<file path="src/rtl/music_sequencer.sv">
// Song sequencer: walks a note ROM at beat rate, owns volume/mute.
// Define MUSIC_SEQUENCER_LOOP_EN to replay the song instead of stopping.
module music_sequencer #(
  parameter int CLK_HZ   = 100000000,
  parameter int BEAT_HZ  = 8,
  parameter int SONG_LEN = 64,
  parameter int GAP_CYC  = 200000,
  parameter int VOL_MAX  = 5
) (
  input  logic                            clk,
  input  logic                            rst,
  input  logic                            start,
  input  logic [1:0]                      song_sel,
  input  logic                            vol_up,
  input  logic                            vol_down,
  input  logic                            mute,
  output logic [$clog2(SONG_LEN)+1:0]     rom_addr,
  input  logic [7:0]                      rom_data,
  output logic [5:0]                      tone_code,
  output logic                            tone_valid,
  output logic [2:0]                      volume,
  output logic [15:0]                     amp,
  output logic                            busy,
  output logic                            song_done
);

  localparam int BEAT_DIV = CLK_HZ / BEAT_HZ;
  localparam int IW = $clog2(SONG_LEN);
  localparam int CMAX = (BEAT_DIV > GAP_CYC) ? BEAT_DIV : GAP_CYC;
  localparam int CW = $clog2(CMAX + 1);

  localparam logic [CW-1:0] BEAT_LAST = CW'(BEAT_DIV - 1);
  localparam logic [CW-1:0] GAP_LAST  = CW'(GAP_CYC - 1);
  localparam logic [IW-1:0] IDX_LAST  = IW'(SONG_LEN - 1);
  localparam logic [5:0]    END_CODE  = 6'h3F;
  localparam logic [2:0]    VOL_TOP   = 3'(VOL_MAX);
  localparam logic [2:0]    VOL_RST   = 3'd3;

  typedef enum logic [2:0] {
    IDLE,
    FETCH,
    WAIT,
    PLAY,
    GAP
  } state_t;

  state_t        state;
  logic [1:0]    sel;
  logic [IW-1:0] idx;
  logic [IW-1:0] idx_next;
  logic [CW-1:0] cnt;
  logic [1:0]    beats;
  logic [1:0]    len;
  logic          restart;
  logic          song_end;

  assign idx_next = idx + IW'(1);

  // Any start or song change while active rewinds to note 0.
  assign restart = (state != IDLE) &&
                   (start || (song_sel != sel));

  // End marker read, or the last slot of the song finished its gap.
  assign song_end =
    ((state == WAIT) && (rom_data[5:0] == END_CODE)) ||
    ((state == GAP) && (cnt == GAP_LAST) &&
     (idx == IDX_LAST));

  always_ff @(posedge clk or negedge rst) begin
    if (!rst) begin
      state      <= IDLE;
      sel        <= 2'd0;
      idx        <= '0;
      cnt        <= '0;
      beats      <= 2'd0;
      len        <= 2'd0;
      rom_addr   <= '0;
      tone_code  <= 6'd0;
      tone_valid <= 1'b0;
      busy       <= 1'b0;
      song_done  <= 1'b0;
    end else begin
      song_done <= 1'b0;
      if (restart || (state == IDLE && start)) begin
        state      <= FETCH;
        sel        <= song_sel;
        idx        <= '0;
        cnt        <= '0;
        beats      <= 2'd0;
        rom_addr   <= {song_sel, {IW{1'b0}}};
        tone_valid <= 1'b0;
        busy       <= 1'b1;
      end else if (song_end) begin
        song_done  <= 1'b1;
        tone_valid <= 1'b0;
        cnt        <= '0;
`ifdef MUSIC_SEQUENCER_LOOP_EN
        state      <= FETCH;
        idx        <= '0;
        rom_addr   <= {sel, {IW{1'b0}}};
`else
        state      <= IDLE;
        busy       <= 1'b0;
`endif
      end else begin
        unique case (state)
          IDLE: begin
          end
          FETCH: begin
            state <= WAIT;
          end
          WAIT: begin
            tone_code  <= rom_data[5:0];
            tone_valid <= |rom_data[5:0];
            len        <= rom_data[7:6];
            cnt        <= '0;
            beats      <= 2'd0;
            state      <= PLAY;
          end
          PLAY: begin
            if (cnt == BEAT_LAST) begin
              cnt <= '0;
              if (beats == len) begin
                state      <= GAP;
                tone_valid <= 1'b0;
              end else begin
                beats <= beats + 2'd1;
              end
            end else begin
              cnt <= cnt + CW'(1);
            end
          end
          GAP: begin
            if (cnt == GAP_LAST) begin
              cnt      <= '0;
              idx      <= idx_next;
              rom_addr <= {sel, idx_next};
              state    <= FETCH;
            end else begin
              cnt <= cnt + CW'(1);
            end
          end
          default: state <= IDLE;
        endcase
      end
    end
  end

  always_ff @(posedge clk or negedge rst) begin
    if (!rst) begin
      volume <= VOL_RST;
    end else begin
      unique case (1'b1)
        (vol_up & ~vol_down): begin
          if (volume < VOL_TOP)
            volume <= volume + 3'd1;
        end
        (vol_down & ~vol_up): begin
          if (volume != 3'd0)
            volume <= volume - 3'd1;
        end
        default: begin
        end
      endcase
    end
  end

  assign amp = mute ? 16'h0000 : {1'b0, volume, 12'h000};

endmodule
</file>
<file path="config.mk">
export PLATFORM = sky130hd
export DESIGN_NAME = music_sequencer
export DESIGN_NICKNAME = d
export VERILOG_FILES = /design/src/rtl/music_sequencer.sv
export SDC_FILE = /design/constraint.sdc
export NUM_CORES = 1
export LEC_CHECK = 0
export CAP_MARGIN = 25
export CELL_PAD_IN_SITES_DETAIL_PLACEMENT = 0
export CELL_PAD_IN_SITES_GLOBAL_PLACEMENT = 1
export CORE_MARGIN = 2
export CORE_UTILIZATION = 37
export DETAILED_ROUTE_END_ITERATION = 16
export PLACE_DENSITY_LB_ADDON = 0.1
export SLEW_MARGIN = 20
export SYNTH_ARGS = -nofsm -noshare
export SYNTH_HDL_FRONTEND = slang
export SYNTH_SLANG_ARGS = --single-unit
</file>
<file path="constraint.sdc">
create_clock -name clk -period 2.2 [get_ports clk]
set_clock_uncertainty 0.1 [all_clocks]
set_input_delay 0.33 -clock clk [delete_from_list [all_inputs] [get_ports clk]]
set_output_delay 0.33 -clock clk [all_outputs]
set_load 0.02 [all_outputs]
</file>
# Yosys cells after proc, flatten, opt, wreduce, memory -nomap -nowiden

Index checks and enable logic that the tools add are counted.

Add/sub/neg operators: 5
Muxes and demuxes: 37
Bitwise operators: 6
Eq/ne operators: 19
Order comparisons: 1
Reductions and logical operators: 25

Operator list:

| operator                                                                | count |
|---|---|
| 24-bit two-way mux                                                      | 4 |
| 24-bit one-hot mux with 3 select lines                                  | 1 |
| 8-bit two-way mux                                                       | 4 |
| 24-bit by 1-bit adder with 24-bit output, second input constant         | 1 |
| 24-bit by 18-bit equality test with 1-bit output, second input constant | 1 |
| 24-bit equality test, second input constant                             | 1 |
| 6-bit two-way mux                                                       | 4 |
| 3-bit two-way mux                                                       | 7 |
| 15-bit two-way mux                                                      | 1 |
| 3-bit one-hot mux with 5 select lines                                   | 1 |
| 6-bit equality test, second input constant                              | 2 |
| 3-bit AND reduction                                                     | 4 |
| 3-bit nonzero test                                                      | 3 |
| 1-bit two-way mux                                                       | 8 |
| 2-bit two-way mux                                                       | 4 |
| 4-bit inequality test, second input constant                            | 2 |
| 4-bit AND reduction                                                     | 2 |
| 2-bit nonzero test                                                      | 4 |
| 6-bit by 1-bit adder with 6-bit output, second input constant           | 1 |
| 3-bit by 2-bit equality test with 1-bit output, second input constant   | 2 |
| 2-bit by 1-bit inequality test with 1-bit output, second input constant | 3 |
| 3-bit inequality test, second input constant                            | 2 |
| 3-bit one-hot mux with 2 select lines                                   | 1 |
| 6-bit OR reduction                                                      | 1 |
| other kinds (19)                                                        | 29 |

Output and inout port bits: 36
Input bits: 16
Flip-flop bits (word level): 59

# Depth between registers and ports, before layout

Gate-level depths: netlist of the first run.

Depth in word-level cells: 6
Depth in mapped cells: 9
Mapped depth without buffers: 7

# Worst setup path before layout of the first run

No wires, ideal clock.

Path type: register to register
Start: reg state[1]
End: reg cnt[18]
Required time: 2.031 ns
Stages on the path, launching flop included: 8
Buffers on the path: 2
Slack: -0.093 ns
Data arrival time: 2.124 ns
Library setup time: 0.069 ns
Path through: dfrtp_1 > buf_6 > or3_4 > a221o_1 > buf_6 > a21o_4 > or4_1 > nand3_1

Longest elaborated chain between the ends: 6
Elaborated cells on any way between the ends: 16
Classes of those cells: eq/ne (3); mux (3); reduce/logical (10)

Ends and longest elaborated chain:

| what                           | RTL line | RTL |
|---|---|---|
| start: declaration             | 47       | `state_t state;` |
| start signal: assignment       | 71       | `state <= IDLE;` |
| start signal: assignment       | 85       | `state <= FETCH;` |
| start signal: assignment       | 102      | `state <= IDLE;` |
| 3-bit equality test            | 66, 106  |  |
| 1-bit logical AND (2 in a row) | 66       | `((state == GAP) && (cnt == GAP_LAST) &&` |
| 1-bit logical OR               | 65       | `((state == WAIT) && (rom_data[5:0] == END_CODE)) \|\|` |
| 24-bit two-way mux             | 93       | `end else if (song_end) begin` |
| 24-bit two-way mux             | 84       | `if (restart \|\| (state == IDLE && start)) begin` |
| end signal: assignment         | 130      | `cnt <= cnt + CW'(1);` |
| end signal: assignment         | 140      | `cnt <= cnt + CW'(1);` |
| end: declaration               | 51       | `logic [CW-1:0] cnt;` |

Parallel ways exist; a longest one is shown, timed or not.
A chain may end at the register's enable or synchronous reset.

# Worst setup path in the final report of the first run

Start: reg cnt[15]
End: reg cnt[6]

Longest elaborated chain between the ends: 6
Elaborated cells on any way between the ends: 11
Classes of those cells: eq/ne (2); mux (5); reduce/logical (4)

Ends and longest elaborated chain:

| what |
|---|
| parallel branches: the longest is 6 deep, another holds 24-bit by 18-bit equality test with 1-bit output |

Parallel ways; which one is timed is not known.

==> impl_metrics.json, run 1 <==
{
  "vias_per_cell": 5.11,
  "drive_gt1_frac": 0.318,
  "worstPathCellList": "buf_6 -> nand4b_1 -> or4_4 -> o31ai_4 -> a21oi_4 -> buf_12 -> and3_4 -> a221o_1",
  "reg2reg_slack_ns": -0.03,
  "crit_start": "cnt[15]",
  "p_sw_uw": 1180,
  "finalPower_uw": 3300,
  "grt_pass1_wl_um": 14200,
  "endpoint": "cnt[6]",
  "p_leak_uw": 0.00208,
  "sequentialPowerShare": 0.379,
  "fillers": 814,
  "final_common_cell": "buf_4",
  "intPower_uw": 2130,
  "postSynthAreaPerCell_um2": 9.22,
  "layout.nets": 501,
  "worst_r2r_path_depth": 8,
  "cts_made_buffers": 5,
  "worstSetupPathType": "register to register",
  "die_area_um2": 9590,
  "cp.required_ns": 2.30,
  "drtAntennaViolNets": 0,
  "synth_async_sr_flop_share": 1.00,
  "drt-total-wl_um": 8600,
  "slowest_stage": "or4_4",
  "routabilityCongestion": 0.814,
  "rows": 34,
  "pwr-share-clk": 0.169,
  "dr.first_iter.drc_count": 185,
  "area_growth_pct": 43.7,
  "final_cell_area_um2": 4690,
  "insertion_delay_ns": 0.31,
  "chipHeight_um": 97.9,
  "violations": "setup timing",
  "holdWs_ns": 0.205,
  "power_density_nw_per_um2": 705,
  "synth_mux_area_frac": 0.0437,
  "synth_area_um2": 3260,
  "grt_max_degree": 26,
  "core_um2": 8640,
  "cap_violations": 0,
  "drc": 0,
  "synth-edff-count": 0,
  "dp_cells": 567,
  "final_hold_viol_count": 0,
  "hold_class": "primary input to register",
  "antenna_found_initial": 0,
  "synthSimpleGateAreaFrac": 0.265,
  "end_kind": "register",
  "io_pins": 52,
  "numPortBuffers": 38,
  "clkSinkCount": 53,
  "synth_adder_area_share": 0.0215,
  "stdcell_count": 589,
  "ys_seq_area_frac": 0.407,
  "max_freq_mhz": 448,
  "clock-root-buffer": "clkbuf_8",
  "synth_top_family_by_area": "simple AND/OR/NAND/NOR gates",
  "grt_pass1_vias": 2929,
  "num_antenna_cells": 0,
  "ys_ff_latch": 53,
  "reg2reg_to": "cnt[6]",
  "min_from": "song_sel[0]",
  "crit_buf_inv": 2,
  "clkTransAtPathRegs_ns": 0.10,
  "dr.pass1.iters": 4,
  "ys.flop_type": "dfrtp_1",
  "htreeDepth": 2,
  "worst_ir_drop_vdd_mv": 0.266,
  "grt_overflow": 0,
  "start_kind": "register",
  "wire_per_inst_um": 14.6,
  "placed_area_um2": 4330,
  "slew_viol_final": 0,
  "post-route-min-period_ns": 2.23,
  "final.setup.worst_slack_ns": -0.0304,
  "cts_buffer_depth": 2,
  "timing.rr.start": "cnt[15]",
  "critical_path.top_delay_family": "simple AND/OR/NAND/NOR gates",
  "path_depth": 8,
  "initial_utilization": 0.378,
  "synth_xor_area_frac": 0.0403,
  "dieWidth_um": 97.9,
  "slowest_delay_ns": 0.45,
  "synth-compound-area-share": 0.156,
  "rsz0062_at_grt": "yes",
  "synth_area_leaders": "dfrtp_1 39%, nand2_1 5.4%, nand3_1 3.8%",
  "ys_types": 64,
  "place_ws_ns": -0.378,
  "vias": 3007,
  "comb_power_share": 0.451,
  "synth_area_leader_cell": "dfrtp_1",
  "switching_share": 0.356,
  "cp.arrival_ns": 2.33,
  "status": "finished with violations",
  "cts_tree": "yes",
  "grt_usage": 0.179,
  "hpwl_um": 6290,
  "final_cell_mix": "91 x buf_4, 50 x dfrtp_1, 47 x nand2_1",
  "setup_viol": 2,
  "synthCells": 354,
  "synth_top_area_frac": 0.391,
  "post-route-period-util": 1.01,
  "ys_warn_count": 0,
  "cp_max_fo": 13
}
[layout make-up]
type	instances	area (µm²)	area share
clock buffer	6	72.6	0.0155
clock inverter	2	15.0	0.00320
inverter	8	30.0	0.00641
multi-input combinational	275	1910	0.408
sequential	53	1330	0.284
tap	108	135	0.0288
timing repair buffer	137	1190	0.254
[what timing repair did]
action | in CTS | in global routing
gates cloned | 0 | 1
endpoints found under the setup margin | 11 | 39
hold buffers | 1 | 0
setup buffers | 5 | 8
resized for setup | 10 | 28
pin swaps | 9 | 9
hold endpoints to repair | 15 | 0
[layer usage]
layer / vias up / routed length, µm / global-route usage
li1: 1512 / - / -
met1: 1450 / 3970 / 0.242
met2: 40 / 4330 / 0.308
met3: 5 / 241 / 0.0258
met4: 0 / 61 / 0.0374
met5: - / 0 / 0
[sequential cells by signal, summed over array words and instances, names as in the netlist]
name and count:
beats 2, busy 1, cnt 24, len 2, rom_addr 8, sel 2
song_done 1, state 3, tone_code 6, tone_valid 1, volume 3
[stage by stage]
step / utilization / setup TNS (ns)
after global routing: 0.543 / -0.945
after CTS: 0.520 / -0.146
after floorplan: - / -0.00347
final: 0.543 / -0.0576
after global placement: 0.502 / -8.20
after detailed placement: 0.502 / -8.89
[worst min-delay path: cells and delay by family]
kind	cells	cell delay [ns]
simple gates	2	0.14
buf+inv	1	0.12
[cells by family after synthesis]
kind of cell,count (synthesis)
AOI/OAI and AO/OA,67
xor gates and xnor gates,15
adders and majority gates,5
buffers and inverters,38
DFF,53
muxes,13
other,1
and+or+nand+nor,162
[how the worst min path moves through the flow]
stage,endpoint,slack (ns),cells past startpoint
finish,sel[0],0.21,3
global route,sel[0],0.21,3
CTS,sel[1],0.31,3
detailed placement,rom_addr[3],0.17,1
global placement,rom_addr[5],0.17,1
floorplan,beats[0],-0.07,0
[power groups by stage]
stage | clock [µW] | sequential, µW | combinational (µW)
6_report | 559 | 1250 | 1490
5_1_grt | 621 | 1280 | 1620
4_1_cts | 586 | 1250 | 1440
3_5_place_dp | 0 | 1270 | 1420
3_3_place_gp | 0 | 1270 | 1420
2_1_floorplan | 0 | 1390 | 679
[synthesized netlist by cell type (8+ instances only)]
| library cell | instances |
|---|---|
| dfrtp_1 | 51 |
| nand2_1 | 47 |
| nand3_1 | 25 |
| nor2_1 | 24 |
| o21ai_0 | 20 |
| buf_4 | 13 |
| xor2_1 | 12 |
| clkbuf_1 | 10 |
| mux2_2 | 10 |
| inv_1 | 8 |
| nand4_1 | 8 |
| nor3_1 | 8 |
Note: power is estimated with default switching activity, not from simulation.
==> inputs of run 2 (changes only) <==
ABC_CLOCK_PERIOD_IN_PS = 2200   (was unset)
CTS_CLUSTER_SIZE = 10   (was unset)
==> results of run 2 <==
Same layout as run 1: the final DEF is identical, and so are final timing and power.
